## config.mk

```make
export PLATFORM = sky130hd
export DESIGN_NAME = sprite_drawer
export DESIGN_NICKNAME = d
export VERILOG_FILES = /design/src/rtl/sprite_drawer.sv
export SDC_FILE = /design/constraint.sdc
export NUM_CORES = 1
export LEC_CHECK = 0
export BUFFER_PORTS_ARGS = -buffer_cell sky130_fd_sc_hd__buf_2
export CORE_MARGIN = 1.5
export CORE_UTILIZATION = 30
export DETAILED_ROUTE_END_ITERATION = 10
export GPL_TIMING_DRIVEN = 0
export PLACE_DENSITY = 0.52
export SYNTH_ARGS = -nofsm -noshare
export SYNTH_HDL_FRONTEND = slang
export SYNTH_SLANG_ARGS = --single-unit
```

## constraint.sdc

```tcl
create_clock -name clk -period 3.1 [get_ports clk]
set_clock_uncertainty 0.05 [all_clocks]
set_input_delay 0.31 -clock clk [delete_from_list [all_inputs] [get_ports clk]]
set_output_delay 0.31 -clock clk [all_outputs]
set_load 0.05 [all_outputs]
```

## src/rtl/sprite_drawer.sv

```systemverilog
// ----------------------------------------------------------------------------
// sprite_drawer
//
// Walks a rectangular sprite (the bird or a full-height wall) one pixel
// position per clock and presents each position to a VGA adapter. The sprite
// is scanned row-major: the column counter is the inner loop and the row
// counter is the outer loop.
//
// A wall covers every screen row, except for a vertical gap where plot stays
// low while the positions are still scanned. Any position that falls off the
// right or bottom edge of the screen is scanned but not plotted.
//
// Ports
//   clk           : system clock, all state changes on the rising edge
//   resetn        : asynchronous active-low reset
//   start         : draw request, only looked at while idle
//   obj_sel       : 0 = wall, 1 = bird (captured with start)
//   erase         : 1 = draw in the background colour (captured with start)
//   bird_y        : bird top row (captured with start)
//   wall_x        : wall left column (captured with start)
//   gap_y         : first row of the wall gap (captured with start)
//   x, y          : pixel column / row for the VGA adapter
//   colour        : pixel colour for the VGA adapter
//   plot          : write enable for x/y/colour in this cycle
//   busy          : high while a draw is in progress or completing
//   finished_draw : one-cycle pulse in the cycle after the last pixel
// ----------------------------------------------------------------------------
module sprite_drawer #(
  parameter int SCREEN_W = 160,
  parameter int SCREEN_H = 120,
  parameter int BIRD_X   = 20,
  parameter int BIRD_W   = 4,
  parameter int BIRD_H   = 4,
  parameter int WALL_W   = 8,
  parameter int GAP_H    = 32
) (
  input  logic       clk,
  input  logic       resetn,
  input  logic       start,
  input  logic       obj_sel,
  input  logic       erase,
  input  logic [6:0] bird_y,
  input  logic [7:0] wall_x,
  input  logic [6:0] gap_y,
  output logic [7:0] x,
  output logic [6:0] y,
  output logic [2:0] colour,
  output logic       plot,
  output logic       busy,
  output logic       finished_draw
);

  localparam logic [8:0] SCREEN_W9 = 9'(SCREEN_W);
  localparam logic [8:0] SCREEN_H9 = 9'(SCREEN_H);
  localparam logic [8:0] BIRD_X9   = 9'(BIRD_X);

  localparam logic [2:0] COLOUR_BG   = 3'b000;
  localparam logic [2:0] COLOUR_BIRD = 3'b110;
  localparam logic [2:0] COLOUR_WALL = 3'b010;

  typedef enum logic [1:0] {
    IDLE = 2'd0,
    DRAW = 2'd1,
    DONE = 2'd2
  } state_t;

  state_t state;
  state_t state_next;

  // Snapshot of the request, taken when start is accepted
  logic       obj_sel_r;
  logic       erase_r;
  logic [6:0] bird_y_r;
  logic [7:0] wall_x_r;
  logic [6:0] gap_y_r;

  // Scan position inside the sprite
  logic [7:0] col_cnt;
  logic [7:0] row_cnt;

  logic       accept;
  logic [7:0] obj_w;
  logic [7:0] obj_h;
  logic       last_col;
  logic       last_pixel;

  logic [8:0] x_full;
  logic [8:0] y_full;
  logic [7:0] gap_end;
  logic       in_gap;
  logic       on_screen;

  assign accept = (state == IDLE) && start;

  // Sprite extent depends on which object was captured
  assign obj_w = obj_sel_r ? 8'(BIRD_W) : 8'(WALL_W);
  assign obj_h = obj_sel_r ? 8'(BIRD_H) : 8'(SCREEN_H);

  assign last_col   = (col_cnt == obj_w - 8'd1);
  assign last_pixel = last_col && (row_cnt == obj_h - 8'd1);

  // State register; reset drops straight back to IDLE, which also aborts
  // any draw in flight without a completion pulse.
  always_ff @(posedge clk or negedge resetn) begin
    if (!resetn) begin
      state <= IDLE;
    end else begin
      state <= state_next;
    end
  end

  // Next-state logic plus the status outputs that depend only on state.
  // DONE always lasts exactly one cycle, so finished_draw is a single pulse
  // and any start seen there is dropped rather than queued.
  always_comb begin
    state_next    = state;
    busy          = 1'b0;
    finished_draw = 1'b0;
    case (state)
      IDLE: begin
        if (start) begin
          state_next = DRAW;
        end
      end
      DRAW: begin
        busy = 1'b1;
        if (last_pixel) begin
          state_next = DONE;
        end
      end
      DONE: begin
        busy          = 1'b1;
        finished_draw = 1'b1;
        state_next    = IDLE;
      end
      default: begin
        state_next = IDLE;
      end
    endcase
  end

  // Capture the request on an accepted start so the caller is free to
  // change its inputs while the draw runs.
  always_ff @(posedge clk or negedge resetn) begin
    if (!resetn) begin
      obj_sel_r <= 1'b0;
      erase_r   <= 1'b0;
      bird_y_r  <= 7'd0;
      wall_x_r  <= 8'd0;
      gap_y_r   <= 7'd0;
    end else if (accept) begin
      obj_sel_r <= obj_sel;
      erase_r   <= erase;
      bird_y_r  <= bird_y;
      wall_x_r  <= wall_x;
      gap_y_r   <= gap_y;
    end
  end

  // Row-major scan counters. They are cleared on entry to DRAW and again
  // after the final pixel, so they never wrap part-way through a sprite.
  always_ff @(posedge clk or negedge resetn) begin
    if (!resetn) begin
      col_cnt <= 8'd0;
      row_cnt <= 8'd0;
    end else if (accept) begin
      col_cnt <= 8'd0;
      row_cnt <= 8'd0;
    end else if (state == DRAW) begin
      if (last_pixel) begin
        col_cnt <= 8'd0;
        row_cnt <= 8'd0;
      end else if (last_col) begin
        col_cnt <= 8'd0;
        row_cnt <= row_cnt + 8'd1;
      end else begin
        col_cnt <= col_cnt + 8'd1;
      end
    end
  end

  // Screen coordinates are formed one bit wider than the outputs so that
  // positions past the screen edge can be recognised before truncation.
  assign x_full = (obj_sel_r ? BIRD_X9 : {1'b0, wall_x_r}) + {1'b0, col_cnt};
  assign y_full = (obj_sel_r ? {2'b00, bird_y_r} : 9'd0) + {1'b0, row_cnt};

  // Gap end is computed at 8 bits; a 7-bit gap start plus the gap height
  // cannot overflow it, so the gap never wraps to the top of the screen.
  assign gap_end = {1'b0, gap_y_r} + 8'(GAP_H);
  assign in_gap  = !obj_sel_r && (row_cnt >= {1'b0, gap_y_r}) && (row_cnt < gap_end);

  assign on_screen = (x_full < SCREEN_W9) && (y_full < SCREEN_H9);

  // Pixel outputs. Outside DRAW everything is held at zero so the adapter
  // never sees a stray write; inside DRAW x/y carry the truncated position
  // even when the pixel is clipped or lies in the gap.
  always_comb begin
    x      = 8'd0;
    y      = 7'd0;
    colour = 3'b000;
    plot   = 1'b0;
    if (state == DRAW) begin
      x    = x_full[7:0];
      y    = y_full[6:0];
      plot = on_screen && !in_gap;
      if (erase_r) begin
        colour = COLOUR_BG;
      end else if (obj_sel_r) begin
        colour = COLOUR_BIRD;
      end else begin
        colour = COLOUR_WALL;
      end
    end
  end

endmodule

```

# Word level (Yosys, flattened, before mapping)
# Cells that the tools add are included.
# word_totals
ff_bits	42
latch_bits	0
ram_bits	0
mem_bits_ro	0
in_bits	27
output_inout_bits	21
wordCells	62
mem_count	0
# classes
add_sub_neg	7
n_mul	0
div_mod_pow	0
n_lt_le_gt_ge	4
n_eq_ne	6
n_shift	0
n_mux	23
bitwise	0
reduce_logical	14
# ops
op	n
$mux 8	10
$mux 7	3
$add 8x1->8 const B	2
$eq 8x8->1	2
$add 7x8->9	1
$add 8x8->9	1
$lt 9x7->1 const B	1
$lt 9x8->1 const B	1
$mux 3	3
$add 7x6->8 const B	1
$ge 8x7->1	1
$lt 8x8->1	1
$sub 7x1->8 const B	1
$logic_and 1x1->1	6
$sub 4x1->5 const B	1
$mux 2	2
$mux 4	1
$ne 2x2->1 const B	2
$pmux 2 s2	1
$reduce_and 2->1	2
$mux 1	3
$reduce_bool 3->1	1
$eq 2x1->1 const B	1
$eq 2x2->1 const B	1
other kinds (4)	5

# Longest topological paths before layout
# Gate-level depths: netlist (run 1).
# logic_depth
ltp_word	7
depth_mapped	11
ltp_nobuf	9

# Worst setup path after synthesis (run 1)
# OpenSTA, ideal clock, no wires.
# synth_path
path_kind	reg-to-output
startpoint	register obj_sel_r
endpoint	output x[3]
arrival_time_ns	2.782
required_time_ns	2.740
slack_ns	-0.042
stages_incl_launch_ff	8
n_path_buf	2
path_cell_list	dfrtp_1 > buf_2 > clkbuf_1 > or2_2 > ha_1 > o21ai_0 > nor2_1 > nor3b_1
# synth_between
elab_chain_cells	3
# synth_lines
item	line	source
from (decl)	71	logic obj_sel_r;
from (signal assigned)	152	obj_sel_r <= obj_sel;
$mux 8	184	assign x_full = (obj_sel_r ? BIRD_X9 : {1'b0, wall_x_r}) + {1'b0, col_cnt};
$add 8x8->9	184	
$mux 8	202	if (state == DRAW) begin
to (decl)	45	output logic [7:0] x,
# Every way passes these cells.

# Worst setup path in the final report (run 1)
# layout_path
startpoint	register obj_sel_r
endpoint	output plot
# layout_between
elab_chain_cells	6
elab_cells_between_ends	13
cone_classes	2 x add/sub; 2 x order compare; 3 x mux; 6 x reduce/logical
# layout_lines
item	line	source
$mux 8 (tied with other cells)	184	
$add 8x8->9 (tied with other cells)	184	
$lt 9x8->1 (tied with other cells)	192	assign on_screen = (x_full < SCREEN_W9) && (y_full < SCREEN_H9);
$logic_and 1x1->1 / $logic_not 1->1 (equally long branches)	192, 205	
$logic_and 1x1->1 *	205	plot = on_screen && !in_gap;
$mux 1 *	202	
to (decl)	48	output logic plot,
# Mark *: on every way between the ends. The rest lies on a longest branch, timed or not.

==> summary.md, run 1 <==
| Metric | Value |
|---|---|
| Status | `complete, but fails checks` |
| Failing checks | `negative setup slack` |
| # hold bufs at CTS | `0` |
| Die Span Y | `104 µm` |
| Most frequent cells in the layout | `nand2_1, buf_2, dfrtp_1, nor2_1, ha_1` |
| Dpl ws | `-0.408 ns` |
| IO Port Bufs | `46` |
| Min-delay worst type | `input pin to asynchronous set/reset pin` |
| Asr flop ratio synth | `100%` |
| Final WL | `7510 µm` |
| Vias per inst | `4.84` |
| Rows | `36` |
| Slew @ Worst Pin | `0.988 ns` |
| Worst EP required | `2.74 ns` |
| Floorplan Core Area | `0.00986 mm²` |
| Die area | `0.0109 mm²` |
| CTS clk-pin slew, worst paths | `0.08 ns` |
| Post-DP HPWL | `5710 µm` |
| # IOs | `48` |
| Pre-Repair DR Iteration Count | `4` |
| Initial antenna violation count | `0` |
| Leak | `1.95 nW` |
| Met2 wire length | `3410 µm` |
| 1st-iter DRT viols | `74` |
| Area leader, netlist | `dfrtp_1` |
| Seq pwr share | `25.5%` |
| Clk pwr share | `10.7%` |
| Post-placement cell area | `0.00348 mm²` |
| Root buf cell | `clkbuf_8` |
| Max-Slew Margin vs Limit | `34.1%` |
| Register area share after synthesis | `34.1%` |
| Final min period | `3.22 ns` |
| Clk sinks | `42` |
| Post-synth EDFFs | `0` |
| Layout cells sized above 1 | `25.2%` |
| Synth Warn # | `0` |
| Via Count | `2,678` |
| Total track usage | `14.4%` |
| Critical Path AT | `2.86 ns` |
| Commonest non-fill, non-tap cell in the layout | `nand2_1` |
| Design area | `0.00383 mm²` |
| Synth Register Bits | `42` |
| Starting Density | `31.2%` |
| Die W | `104 µm` |
| MaxCap Viol Count | `0` |
| Setup ws final | `-0.118 ns` |
| Post-route clock period utilization | `104%` |
| Synthesized area | `0.00308 mm²` |
| P_int | `1.81 mW` |
| Switching Fraction | `48.2%` |
| Global-route wire length before repair | `12,600 µm` |
| Max Clk Rate | `311 MHz` |
| P per Cell Area | `913 mW/mm²` |
| Pwr Total | `3.50 mW` |
| Most used DFF post-synth | `dfrtp_1` |
| Number of library cell types mapped by synthesis | `58` |
| Final hold violations | `0` |
| H-tree depth | `2` |
| Crit Path Class | `flop to primary output` |
| Antenna diodes | `0` |
| Final GP Congestion | `0.834` |
| Final #Nets | `480` |
| Crit path capture type | `primary output` |
| Routed met1 length | `3760 µm` |
| CTS max path bufs | `2` |
| Vias in the first global route | `2,567` |
| Switching power | `1.68 mW` |
| Unrepaired setup endpoints after global routing | `true` |
| Peak VDD IR | `0.000505 V` |
| Avg Cell Area, Syn | `8.58 µm²` |
| Setup Viol. Count Final | `2` |
| Synth top area share | `34.1%` |
| Largest cells by area after synthesis | `dfrtp_1, ha_1, nand2_1` |
| Drt drc | `0` |
| Gate power share | `63.9%` |
| TritonCTS clock tree | `yes` |
| Largest net degree at the start of global routing | `43` |
| Post-DR wirelength/cell | `13.6 µm` |
| Worst Path Max Fanout | `8` |
| Met3 WL post-DR | `276 µm` |
| Clk_lat worst skew | `0.29 ns` |
| Final slew viol count | `0` |
| Setup TNS | `-0.169 ns` |
| Routed Antenna Nets | `0` |
| Syn Inst Count | `359` |
| Top sig layer | `met4` |
| P&R area growth vs syn | `24.3%` |
| Cts bufs inserted | `5` |
| Critical path startpoint category | `flop` |
| Total grt overflow | `0` |
| Synthesized net count | `420` |
routing by layer:
layer | vias to the layer above | GRT usage (%)
met2 | 48 | 23.1
met3 | 7 | 2.88
met5 | - | 0
li1 | 1376 | -
met4 | 0 | 3.67
met1 | 1247 | 19.7
critical path, stage by stage (launching register included):
cell and delay [ns]:
dfrtp_2 0.44, clkbuf_16 0.16, and2_4 0.15, ha_4 0.16
fa_2 0.33, a211o_1 0.33, a21o_1 0.20, a21oi_2 0.17
xnor2_2 0.09, a41oi_2 0.19, o211a_1 0.19, buf_6 0.16
flip-flops by register name (all words and copies together) (netlist names):
register   cells
wall_x_r       8
bird_y_r       7
state          2
col_cnt        8
gap_y_r        7
obj_sel_r      1
erase_r        1
row_cnt        8
cell type report:
type | instances | area, µm²
multi-input combinational | 293 | 2070
tap | 133 | 166
sequential | 42 | 1050
buffer | 12 | 78.8
clock inverter | 1 | 5.00
inverter | 11 | 41.3
timing repair buffer | 54 | 327
fill | 992 | 6030
clock buffer | 7 | 86.3
logic make-up (layout without fill, tap and decap cells):
group / Yosys count / after routing / share of synthesized area, %
xor gates and xnor gates: 13 / 13 / 3.69
buffers and inverters: 24 / 85 / 3.37
muxes: 3 / 3 / 1.02
and+or+nand+nor: 174 / 174 / 28.7
AOI/OAI and AO/OA: 68 / 68 / 14.7
DFF: 42 / 42 / 34.1
other: 1 / 1 / 0.122
adders and majority gates: 34 / 34 / 14.3
final timing paths:
path                        startpoint     endpoint  slack (ns)  depth (start not counted)
min                             resetn   gap_y_r[1]        0.13                          1
max reg2reg                 row_cnt[1]   row_cnt[7]        0.95                          7
max in group asynchronous       resetn    obj_sel_r        2.20                          1
min reg2reg                wall_x_r[5]  wall_x_r[5]        0.42                          2
min in group clk                 erase      erase_r        0.15                          3
max                          obj_sel_r         plot       -0.12                         11
synth_stat cells (5+ instances only):
library cell,count
and2_1,21
o21ai_0,13
o21ai_1,8
ha_1,32
a21oi_1,14
dfrtp_1,42
buf_2,5
nor2b_1,11
a21o_1,5
clkbuf_1,6
nand3_1,9
xnor2_1,7
nor2_1,28
xor2_1,6
nand2_1,71
and3_1,6
inv_1,11
power groups by stage:
| stage | Clock [mW] | Combinational (mW) | Sequential (mW) |
|---|---|---|---|
| floorplan | 0 | 1.52 | 0.849 |
| global placement | 0 | 1.92 | 0.888 |
| detailed placement | 0 | 1.95 | 0.890 |
| CTS | 0.385 | 2.16 | 0.883 |
| global route | 0.413 | 2.46 | 0.921 |
| finish | 0.373 | 2.23 | 0.891 |
per-stage QoR:
step           utilization (%)  instances  hold slack [ns]
2_1_floorplan                -        359          -0.0356
3_3_place_gp              35.3        538            0.400
3_5_place_dp              35.3        538            0.404
4_1_cts                   37.9        553            0.143
5_1_grt                   38.8        553            0.146
6_report                  38.8        553            0.130
timing repair:
| action | in CTS | in global routing |
|---|---|---|
| setup endpoints to repair | 9 | 7 |
| pin swaps | 10 | 15 |
| endpoints found under the hold margin | 0 | 0 |
| resized for setup | 29 | 20 |
| buffers inserted | 7 | 1 |
| cloned | 0 | 0 |
Note: power is estimated with default switching activity, not from simulation.
==> inputs of run 2 (changes only) <==
--- a/config.mk
+++ b/config.mk
@@ -6,11 +6,14 @@
 export NUM_CORES = 1
 export LEC_CHECK = 0
 export BUFFER_PORTS_ARGS = -buffer_cell sky130_fd_sc_hd__buf_2
+export CELL_PAD_IN_SITES_DETAIL_PLACEMENT = 0
+export CELL_PAD_IN_SITES_GLOBAL_PLACEMENT = 2
 export CORE_MARGIN = 1.5
 export CORE_UTILIZATION = 30
 export DETAILED_ROUTE_END_ITERATION = 10
 export GPL_TIMING_DRIVEN = 0
-export PLACE_DENSITY = 0.52
+export PLACE_DENSITY = 0.81
+export SKIP_LAST_GASP = 1
 export SYNTH_ARGS = -nofsm -noshare
 export SYNTH_HDL_FRONTEND = slang
 export SYNTH_SLANG_ARGS = --single-unit
==> summary.md, run 2 (synthesized netlist as in run 1, its figures left out) <==
| Metric | Value |
|---|---|
| Status | `complete, but fails checks` |
| Failing checks | `negative setup slack` |
| Highest-delay cell along the critical path | `dfrtp_2` |
| Post-DR wirelength/cell | `14.7 µm` |
| Worst Path Max Fanout | `5` |
| Final core utilization | `39.4%` |
| Initial antenna violation count | `0` |
| Crit Path Class | `flop to primary output` |
| Slew @ Worst Pin | `1.00 ns` |
| Global-route wire length before repair | `13,400 µm` |
| Largest net degree at the start of global routing | `43` |
| Worst EP required | `2.74 ns` |
| Max Clk Rate | `307 MHz` |
| IO Port Bufs | `46` |
| Layout cells sized above 1 | `25.4%` |
| Crit path capture type | `primary output` |
| Clk sinks | `42` |
| Die Span Y | `104 µm` |
| P per Cell Area | `950 mW/mm²` |
| H-tree depth | `2` |
| Starting Density | `31.2%` |
| Cts bufs inserted | `5` |
| Unrepaired setup endpoints after global routing | `true` |
| Total track usage | `15.3%` |
| Final #Nets | `482` |
| Vias in the first global route | `2,679` |
| Crit path buffers/inverters | `2` |
| Max-Slew Margin vs Limit | `33.1%` |
| MaxCap Viol Count | `0` |
| Final min period | `3.26 ns` |
| Pwr Total | `3.69 mW` |
| Setup TNS | `-0.268 ns` |
| Critical Path AT | `2.90 ns` |
| Total grt overflow | `0` |
| Peak VDD IR | `0.000344 V` |
| Final GP Congestion | `0.758` |
| Vias per inst | `4.86` |
| Final hold violations | `0` |
| Min-delay worst type | `input pin to asynchronous set/reset pin` |
| Post-DP HPWL | `6040 µm` |
| P&R area growth vs syn | `26.1%` |
| R2R depth | `7` |
| Die area | `0.0109 mm²` |
| CTS clk-pin slew, worst paths | `0.09 ns` |
| FILL cells | `1,036` |
| TritonCTS clock tree | `yes` |
| Critical path startpoint category | `flop` |
| Largest regs | `col_cnt (8), row_cnt (8), wall_x_r (8)` |
| 1st-iter DRT viols | `117` |
| Register-to-register setup slack | `0.94 ns` |
| Floorplan Core Area | `0.00986 mm²` |
| CTS max path bufs | `2` |
| Register area | `0.00105 mm²` |
| Rows | `36` |
| RR Startpoint | `row_cnt[0]` |
| Root buf cell | `clkbuf_8` |
| Most frequent cells in the layout | `nand2_1, buf_2, dfrtp_1, nor2_1, ha_1` |
| Drt drc | `0` |
| Routed Antenna Nets | `0` |
| Commonest non-fill, non-tap cell in the layout | `nand2_1` |
| Largest delay contributor family on the critical path | `compound AO/OA/AOI/OAI gates` |
| Cell Chain, Critical Path | `clkbuf_16 -> and2_4 -> ha_4 -> fa_2 -> a211o_1 -> a21o_1 -> a21oi_2 -> xnor2_2 -> a41oi_2 -> o211a_1 -> buf_6` |
| Final slew viol count | `0` |
| Die W | `104 µm` |
| Post-route clock period utilization | `105%` |
| # IOs | `48` |
| Setup Viol. Count Final | `3` |
| Antenna diodes | `0` |
| Max incr delay on CP | `0.47 ns` |
| Via Count | `2,695` |
| Final WL | `8170 µm` |
| Leak | `1.97 nW` |
| Pre-Repair DR Iteration Count | `4` |
| Clk_lat worst skew | `0.30 ns` |
| Setup ws final | `-0.160 ns` |
| RR Endpoint | `row_cnt[7]` |
| Multi-input logic area | `0.00205 mm²` |
[run 2: cell types whose count changed in the layout (fill, tap and decap cells not counted), sizes merged]
cell	change
clkinv	-1
bufinv	+2
buf	+1
[run 2: power breakdown]
| part | internal [mW] | leakage (nW) | switching, mW |
|---|---|---|---|
| Clock | 0.344 | 0.0714 | 0.200 |
| Combinational | 0.890 | 1.36 | 1.36 |
| Sequential | 0.744 | 0.539 | 0.155 |
| Total | 1.98 | 1.97 | 1.71 |
[run 2: how the worst max path moves through the flow]
stage	startpoint	to	slack (ns)	cells after the start
after detailed placement	obj_sel_r	plot	-0.38	12
after floorplan	obj_sel_r	plot	0.01	11
final	obj_sel_r	plot	-0.16	11
after CTS	obj_sel_r	plot	-0.24	12
after global placement	obj_sel_r	plot	-0.37	12
after global routing	gap_y_r[5]	plot	-0.26	9
[run 2: cell type report]
type,instances,share of cell area [%]
Buffer,12,2.03
Inverter,11,1.06
Timing Repair Buffer,56,9.05
Clock inverter,2,1.55
Clock buffer,6,2.12
Multi-Input combinational cell,293,52.8
Sequential cell,42,27.1
Tap cell,133,4.28
[run 2: stage by stage]
stage / hold WS (ns) / setup slack [ns] / area (µm²) / cells
final: 0.125 / -0.160 / 3890 / 555
after global routing: 0.139 / -0.259 / 3890 / 555
after CTS: 0.133 / -0.242 / 3800 / 552
after detailed placement: 0.403 / -0.380 / 3480 / 538
after global placement: 0.400 / -0.374 / 3480 / 538
after floorplan: -0.0356 / 0.0143 / 3090 / 359
[run 2: repair_timing]
| item | in CTS | in global routing |
|---|---|---|
| setup buffers | 5 | 4 |
| pin swaps | 7 | 9 |
| hold buffers | 0 | 0 |
| gates resized for setup | 27 | 17 |
| setup endpoints to repair | 9 | 7 |
| cloned | 1 | 0 |
[run 2: metal layers]
metal  vias up  GRT usage, %  wire, µm
met5         -             0         0
met4         0          3.27        72
met3         6          2.38       267
met2        48          24.8      3850
met1      1274          21.4      3980
li1       1367             -         -
==> inputs of run 3 (changes only) <==
--- a/config.mk
+++ b/config.mk
@@ -11,6 +11,7 @@
 export CORE_MARGIN = 1.5
 export CORE_UTILIZATION = 30
 export DETAILED_ROUTE_END_ITERATION = 10
+export GPL_ROUTABILITY_DRIVEN = 0
 export GPL_TIMING_DRIVEN = 0
 export PLACE_DENSITY = 0.81
 export SKIP_LAST_GASP = 1
==> constraint.sdc (replaced) <==
create_clock -name clk -period 3.4 [get_ports clk]
set_clock_uncertainty 0.05 [all_clocks]
set_input_delay 0.34 -clock clk [delete_from_list [all_inputs] [get_ports clk]]
set_output_delay 0.34 -clock clk [all_outputs]
set_load 0.05 [all_outputs]
==> summary.md, run 3 (synthesized netlist as in run 1, its figures left out) <==
| Metric | Value |
|---|---|
| MaxCap Viol Count | `0` |
| Via Count | `2,656` |
| H-tree depth | `2` |
| Antenna diodes | `0` |
| Commonest non-fill, non-tap cell in the layout | `nand2_1` |
| FILL cells | `1,048` |
| Final hold violations | `0` |
| Starting Density | `31.2%` |
| 1st-iter DRT viols | `102` |
| Root buf cell | `clkbuf_8` |
| Max-Slew Margin vs Limit | `33.7%` |
| Post-DR wirelength/cell | `14.3 µm` |
| Die Span Y | `104 µm` |
| Layout cells sized above 1 | `21.2%` |
| Crit path capture type | `primary output` |
| Register area | `0.00105 mm²` |
| Final WL | `7890 µm` |
| Drt drc | `0` |
| CP dominant cell by count | `buf_6` |
| Cts bufs inserted | `5` |
| IO Port Bufs | `46` |
| Global-route wire length before repair | `13,200 µm` |
| Post-placement cell area | `0.00348 mm²` |
| Clk_lat worst skew | `0.30 ns` |
| Largest net degree at the start of global routing | `43` |
| Worst Path Max Fanout | `7` |
| Hold Slack | `0.152 ns` |
| Peak VDD IR | `0.000321 V` |
| Initial antenna violation count | `0` |
| P per Cell Area | `828 mW/mm²` |
| Largest regs | `col_cnt (8), row_cnt (8), wall_x_r (8)` |
| Crit Path Class | `flop to primary output` |
| Final min period | `3.38 ns` |
| Total grt overflow | `0` |
| Setup Viol. Count Final | `0` |
| Dpl ws | `-0.144 ns` |
| Status | `completed` |
| Post-DP HPWL | `5920 µm` |
| Clk sinks | `42` |
| Rows | `36` |
| Post-route clock period utilization | `99.3%` |
| Worst EP required | `3.01 ns` |
| Leak | `1.91 nW` |
| CTS max path bufs | `2` |
| P&R area growth vs syn | `19.8%` |
| Final slew viol count | `0` |
| Pre-Repair DR Iteration Count | `4` |
| Floorplan Core Area | `0.00986 mm²` |
| Most frequent cells in the layout | `nand2_1, buf_2, dfrtp_1, ha_1, nor2_1` |
| Slew @ Worst Pin | `0.994 ns` |
| Cell Chain, Critical Path | `buf_6 -> clkbuf_16 -> and2_4 -> ha_4 -> fa_2 -> a211o_1 -> a21o_1 -> a21oi_2 -> xnor2_1 -> a41oi_1 -> o211a_1 -> buf_6` |
| Highest-delay cell along the critical path | `dfrtp_1` |
| Setup ws final | `0.0243 ns` |
| TritonCTS clock tree | `yes` |
| Critical Path AT | `2.99 ns` |
| Design area | `0.00369 mm²` |
| CTS clk-pin slew, worst paths | `0.08 ns` |
| Unrepaired setup endpoints after global routing | `true` |
| Critical path startpoint category | `flop` |
| Max incr delay on CP | `0.42 ns` |
| Vias in the first global route | `2,647` |
| Die W | `104 µm` |
| # IOs | `48` |
| Total track usage | `15.1%` |
| Routed Antenna Nets | `0` |
| Die area | `0.0109 mm²` |
| Min-delay worst type | `input pin to asynchronous set/reset pin` |
| Final #Nets | `479` |
| Vias per inst | `4.81` |
| Max Clk Rate | `296 MHz` |
| Multi-input logic area | `0.00196 mm²` |
run 3: cell types whose count changed in the layout (fill, tap and decap cells not counted), sizes merged:
cell      before  now
buf           61   59
bufinv         2    0
clkbuf        13   12
clkinv         0    1
clkinvlp       0    1
run 3: timing repair:
| action | in CTS | in global routing |
|---|---|---|
| gates resized for setup | 17 | 4 |
| endpoints found under the hold margin | 0 | 0 |
| hold buffers | 0 | 0 |
| setup endpoints to repair | 7 | 2 |
| pin swaps | 6 | 7 |
| cloned | 0 | 0 |
| setup buffers | 4 | 2 |
run 3: worst paths after layout:
check / from / endpoint / slack, ns / cells past startpoint
max in group asynchronous: resetn / row_cnt[6] / 2.53 / 1
min in group clk: wall_x[4] / wall_x_r[4] / 0.17 / 3
min: resetn / gap_y_r[5] / 0.15 / 1
max reg2reg: row_cnt[1] / row_cnt[7] / 1.23 / 7
min reg2reg: wall_x_r[2] / wall_x_r[2] / 0.42 / 2
max: obj_sel_r / plot / 0.02 / 12
run 3: worst max-delay path: cells and delay by family, from the launching register on:
family,cells,cell delay (ns)
DFF,1,0.42
buffers and inverters,3,0.46
and+or+nand+nor,1,0.14
xor gates and xnor gates,1,0.10
adders and majority gates,2,0.50
AOI/OAI and AO/OA,5,1.07
run 3: power breakdown:
part	switching (mW)	leakage, nW	internal (mW)
logic	1.20	1.33	0.704
clock network	0.180	0.0472	0.163
registers	0.129	0.540	0.678
total	1.51	1.91	1.55
run 3: layout make-up:
| cell class | instances | share of cell area [%] |
|---|---|---|
| plain buffers | 13 | 2.44 |
| clock buffers | 6 | 2.24 |
| clock inverters | 2 | 0.339 |
| inverters | 11 | 1.12 |
| multi-input cells | 293 | 53.2 |
| flip-flops and latches | 42 | 28.5 |
| well taps | 133 | 4.51 |
| repair buffers | 52 | 7.69 |
run 3: stage by stage:
stage                     total power [mW]  utilization, %  instances  TNS, ns
after floorplan                       2.16               -        359        0
after global placement                2.57            35.3        538   -0.119
after detailed placement              2.59            35.3        538   -0.146
after CTS                             3.06            37.2        550  -0.0236
after global routing                  3.33            37.4        552   -0.177
final                                 3.06            37.4        552        0
run 3: metal layers:
layer	up-vias	track usage (%)	wire, µm
met5	-	0	0
met4	0	2.38	38
met3	5	2.38	279
met2	51	23.6	3570
met1	1246	22.1	4000
li1	1354	-	-
